## src/rtl/membus_arb_pkg.sv

```systemverilog
// Shared types and constants for the two-to-one memory bus arbiter.
package membus_arb_pkg;

    localparam int ADDR_W = 32;
    localparam int DATA_W = 32;

    typedef enum logic [1:0] {
        IDLE = 2'd0,
        REQ  = 2'd1,
        RESP = 2'd2
    } state_t;

    localparam logic GNT_D = 1'b0;
    localparam logic GNT_I = 1'b1;

endpackage

```

## src/rtl/membus_arbiter.sv

```systemverilog
// Fixed-priority (data first) arbiter for the shared downstream memory bus,
// with a starvation counter that forces an instruction grant after MAX_WAIT losses.
module membus_arbiter
    import membus_arb_pkg::*;
#(
    parameter int MAX_WAIT = 4,
    parameter int CNT_W    = 4
) (
    input  logic              clk,
    input  logic              rst,

    input  logic              i_valid,
    output logic              i_ready,
    input  logic [ADDR_W-1:0] i_addr,
    input  logic              i_wen,
    input  logic [DATA_W-1:0] i_wdata,
    output logic              i_rvalid,
    output logic [DATA_W-1:0] i_rdata,

    input  logic              d_valid,
    output logic              d_ready,
    input  logic [ADDR_W-1:0] d_addr,
    input  logic              d_wen,
    input  logic [DATA_W-1:0] d_wdata,
    output logic              d_rvalid,
    output logic [DATA_W-1:0] d_rdata,

    output logic              m_valid,
    input  logic              m_ready,
    output logic [ADDR_W-1:0] m_addr,
    output logic              m_wen,
    output logic [DATA_W-1:0] m_wdata,
    input  logic              m_rvalid,
    input  logic [DATA_W-1:0] m_rdata,

    output logic              busy,
    output logic              err_rvalid
);

    localparam logic [CNT_W-1:0] MAX_CNT = CNT_W'(MAX_WAIT);

    state_t           state, state_nxt;
    logic             grant, grant_nxt;
    logic [CNT_W-1:0] starve_cnt, starve_nxt;
    logic             decide;
    logic             any_req;
    logic             win_i;

    assign any_req = i_valid | d_valid;
    // Instruction wins alone, or against data once it has been starved long enough.
    assign win_i   = i_valid && (!d_valid || (starve_cnt == MAX_CNT));

    always_comb begin
        state_nxt  = state;
        grant_nxt  = grant;
        starve_nxt = starve_cnt;
        decide     = 1'b0;

        case (state)
            IDLE:    decide = 1'b1;
            REQ:     if (m_ready) state_nxt = RESP;
            RESP:    if (m_rvalid) decide = 1'b1;
            default: state_nxt = IDLE;
        endcase

        if (decide) begin
            if (any_req) begin
                state_nxt = REQ;
                grant_nxt = win_i ? GNT_I : GNT_D;
                if (win_i) begin
                    starve_nxt = '0;
                end else if (i_valid && (starve_cnt != MAX_CNT)) begin
                    starve_nxt = starve_cnt + CNT_W'(1);
                end
            end else begin
                state_nxt = IDLE;
            end
        end
    end

    always_ff @(posedge clk) begin
        if (rst) begin
            state      <= IDLE;
            grant      <= GNT_D;
            starve_cnt <= '0;
            err_rvalid <= 1'b0;
        end else begin
            state      <= state_nxt;
            grant      <= grant_nxt;
            starve_cnt <= starve_nxt;
            // A response with no transaction awaiting it is dropped and flagged.
            if (m_rvalid && (state != RESP)) err_rvalid <= 1'b1;
        end
    end

    assign busy    = (state != IDLE);
    assign m_valid = (state == REQ);
    assign m_addr  = m_valid ? ((grant == GNT_I) ? i_addr  : d_addr)  : '0;
    assign m_wen   = m_valid ? ((grant == GNT_I) ? i_wen   : d_wen)   : 1'b0;
    assign m_wdata = m_valid ? ((grant == GNT_I) ? i_wdata : d_wdata) : '0;

    assign i_ready  = m_valid && (grant == GNT_I) && m_ready;
    assign d_ready  = m_valid && (grant == GNT_D) && m_ready;
    assign i_rvalid = (state == RESP) && (grant == GNT_I) && m_rvalid;
    assign d_rvalid = (state == RESP) && (grant == GNT_D) && m_rvalid;

    // Response data is broadcast; only the strobe identifies the owner.
    assign i_rdata = m_rdata;
    assign d_rdata = m_rdata;

endmodule

```

## config.mk

```make
export PLATFORM = sky130hd
export DESIGN_NAME = membus_arbiter
export DESIGN_NICKNAME = d
export VERILOG_FILES = /design/src/rtl/membus_arb_pkg.sv /design/src/rtl/membus_arbiter.sv
export SDC_FILE = /design/constraint.sdc
export NUM_CORES = 1
export LEC_CHECK = 0
export ABC_AREA = 1
export BUFFER_PORTS_ARGS = -buffer_cell sky130_fd_sc_hd__buf_2
export CORE_AREA = 4 4 116 118
export DETAILED_ROUTE_END_ITERATION = 8
export DIE_AREA = 0 0 120 122
export PLACE_DENSITY = 0.55
export SETUP_SLACK_MARGIN = 0.05
export SYNTH_ARGS = -nofsm -noshare
export SYNTH_HDL_FRONTEND = slang
export SYNTH_SLANG_ARGS = --single-unit
```

## constraint.sdc

```tcl
create_clock -name clk -period 1.6 [get_ports clk]
set_clock_uncertainty 0.15 [all_clocks]
set_input_delay 0.16 -clock clk [delete_from_list [all_inputs] [get_ports clk]]
set_output_delay 0.16 -clock clk [all_outputs]
set_load 0.02 [all_outputs]
```

==> results.tsv <==
stage	metric	value	unit
status	run_status	finished, violations left	
status	violations	setup timing	
final_layout	syn_to_final_growth	65.3	%
clocking	clk_pin_slew_worst_paths	0.04	ns
power	p_seq_frac	0.112	
global_route	maximum_number_of_pins_on_one_net_before_global_route_repair	37	
floorplanning	dieHeight	122	um
place	gpl.final_weighted_congestion	0.734	
place	preCtsSetupSlack	0.147	ns
floorplanning	rows	41	
clocking	tritoncts_sink_count	8	
final_layout	num-fill-cells	1364	
critical_path	worst-endpoint-required	1.29	ns
final_layout	layout-drive-gt1-share	0.664	
detailed_routing	routed_vias	2815	
global_route	total_gr_overflow	0	
detailed_routing	antenna_violating_nets_post_route	0	
detailed_routing	detail_route.wl_per_cell	13.8	um
floorplanning	ios	304	
synthesis	ys_seq_elements	8	
final_layout	multi_input_area	1500	um^2
synthesis	post_synth_instance_area	2360	um^2
floorplanning	design.core.area	12500	um^2
place	place.port_buffers	207	
synthesis	synth-async-reset-ratio	0	
place	cells_after_dpl	656	
power	leakage	0.00202	uW
timing	final_max_slew_viol_count	0	
clocking	cts_hold_repair.buffers	0	
power	power_report.internal_total	1190	uW
final_layout	seq_area	166	um^2
timing	grt_setup_unrepaired	yes	
final_layout	stdcell_count	669	
global_route	via_count_of_the_first_global_routing_pass	2681	
final_layout	layout.core_utilization	0.313	
final_layout	most-common-layout-cells	buf_2, nand3_1, nand3_2	
power	p_sw	796	uW
final_layout	layout.cells.most_common	buf_2	
critical_path	timing.critical_path.arrival	1.35	ns
detailed_routing	drt-initial-drc-count	69	
floorplanning	die_area	14600	um^2
critical_path	worst_path_max_fanout	9	
clocking	clk_latency	0.24	ns
detailed_routing	route.detailed.vias_per_inst	4.21	
floorplanning	initial_core_util	0.189	
synthesis	syn_area_per_cell	6.74	um^2
final_layout	fin_area	3900	um^2
power	power.total	1990	uW
timing	final_count_of_negative_setup_slack_endpoints	41	
critical_path	crit_top_cell	buf_12	
timing	achievable-frequency	604	MHz
final_layout	nNetsFinal	669	
clocking	clock_tree.buffer_depth	2	
power	power.combinational.fraction	0.672	
power	power_density	510	nW/um^2
timing	finalHoldViolCount	0	
floorplanning	die_w	120	um
critical_path	timing.critical_path.cells	inv_2 -> nor2_8 -> buf_12 -> buf_12 -> buf_16 -> nand3_2 -> nand2_2 -> buf_6	
synthesis	syn-instance-count	350	
clocking	tritoncts_clock_tree	built	
critical_path	critical_path_class	reg -> out	
global_route	grt_first_pass_wirelength	13100	um
worst_hold_path	hold_path_class	in -> reg	
synthesis	yosysTopAreaCell	nand3_2	
detailed_routing	drt_pass1_iterations	4	
place	dp.final_hpwl	6740	um
global_route	globalRouteTotalUtil	0.108	
place	postPlaceCellArea	3140	um^2
synthesis	yosys.cell_types.count	20	
timing	tightestPinTransition	0.200	ns
global_route	initial_antenna_violation_count	0	
synthesis	top_post_synthesis_cells_by_area	nand3_2, buf_4, nand3_1	
critical_path	endpoint_kind	output pin	
critical_path	r2r_cells	8	
worst_hold_path	worstHoldPathCells	3	
detailed_routing	post-route-drc-count	0	
clocking	numCtsBuffers	3	
synthesis	synth-main-ff-cell	dfxtp_1	
power	p_clk_frac	0.216	
critical_path	worst_setup_path_start_kind	flip-flop	
critical_path	cell_at_the_slowest_stage_of_the_critical_path	dfxtp_2	
synthesis	proportion_of_synthesized_chip_area_in_sequential_cells	0.0679	
synthesis	yosys_warnings	0	
clocking	clock-root-buffer	clkbuf_16	
critical_path	worst_path_largest_cell_delay	0.32	ns
timing	share_of_the_cycle_needed_by_the_critical_path_after_routing	1.03	
clocking	htree_num_levels	1	
timing	period_minus_slack	1.66	ns
final_layout	diodes	0	
synthesis	synth_enable_flop_cells	0	
timing	slew_headroom	0.866	
synthesis	syn_nets	520	
run	max_cap_viol_count	0	
detailed_routing	postRouteWirelength	9230	um
synthesis	synth_top_area_frac	0.234	
power	power.share.switching	0.400	
power	worst_ir_drop_vdd	536	uV
timing	worst_slack	-0.0551	ns
flip-flops by register name, indices dropped and copies added (netlist names):
register / flops
err_rvalid: 1
state: 2
grant: 1
starve_cnt: 4
timing repair:
item	4_1_cts	5_1_grt
buffers inserted	2	2
gates resized for setup	99	55
hold endpoints to repair	0	0
pin swaps	3	1
cloned	3	3
setup endpoints to repair	66	70
metrics by stage:
stage               TNS [ns]  hold slack [ns]
detailed placement         0            0.170
finish                -0.750           0.0288
CTS                    -1.98           0.0279
floorplan                  0            0.153
global route           -5.55           0.0423
global placement           0            0.170
routing by layer:
layer / part of all wire / global-route usage
met1: 0.37 / 0.122
met2: 0.52 / 0.198
met3: 0.099 / 0.0344
met4: 0.012 / 0.0222
met5: 0 / 0
cells by family after synthesis:
| family | count (synthesis) | synth area share |
|---|---|---|
| buf+inv | 104 | 0.337 |
| flops | 8 | 0.0679 |
| xor+xnor | 1 | 0.00372 |
| fa+ha+maj | 2 | 0.0106 |
| compound gates | 10 | 0.0223 |
| simple gates | 225 | 0.558 |
area by class of cell:
class | instances | area share
timing repair buffer | 239 | 0.488
sequential | 8 | 0.0427
tap | 172 | 0.0552
clock buffer | 3 | 0.0193
inverter | 9 | 0.0106
multi-input combinational | 238 | 0.385
critical path: cells and delay by family (launching register included):
| family | cells | cell delay [ns] |
|---|---|---|
| buffers and inverters | 5 | 0.54 |
| DFF | 1 | 0.32 |
| and+or+nand+nor | 3 | 0.25 |
synthesized netlist by cell type, types with 2 or more instances:
master and n:
a21oi_1 9, buf_12 7, buf_2 13, buf_4 67
buf_6 3, clkbuf_1 4, dfxtp_1 8, ha_1 2
inv_1 6, inv_2 3, nand2_1 78, nand3_1 83
nand3_2 55, nor2_1 5, nor4_1 2
power by group through the flow:
stage | Sequential (uW) | Combinational (uW) | Clock, uW
floorplan | 222 | 873 | 0
global placement | 225 | 1040 | 0
detailed placement | 225 | 1030 | 0
CTS | 223 | 1230 | 433
global route | 223 | 1440 | 444
finish | 222 | 1340 | 430
path summary, 6_finish.rpt:
check	from	end	slack, ns
worst min register to register	err_rvalid$_SDFFE_PP0P_	err_rvalid$_SDFFE_PP0P_	0.31
worst max-delay path	state[0]$_SDFFE_PP0P_	m_addr[4]	-0.06
worst max register to register	state[0]$_SDFFE_PP0P_	state[0]$_SDFFE_PP0P_	0.26
worst min-delay path	m_ready	state[1]$_SDFFE_PP0P_	0.03
(Power assumes the default switching activity.)
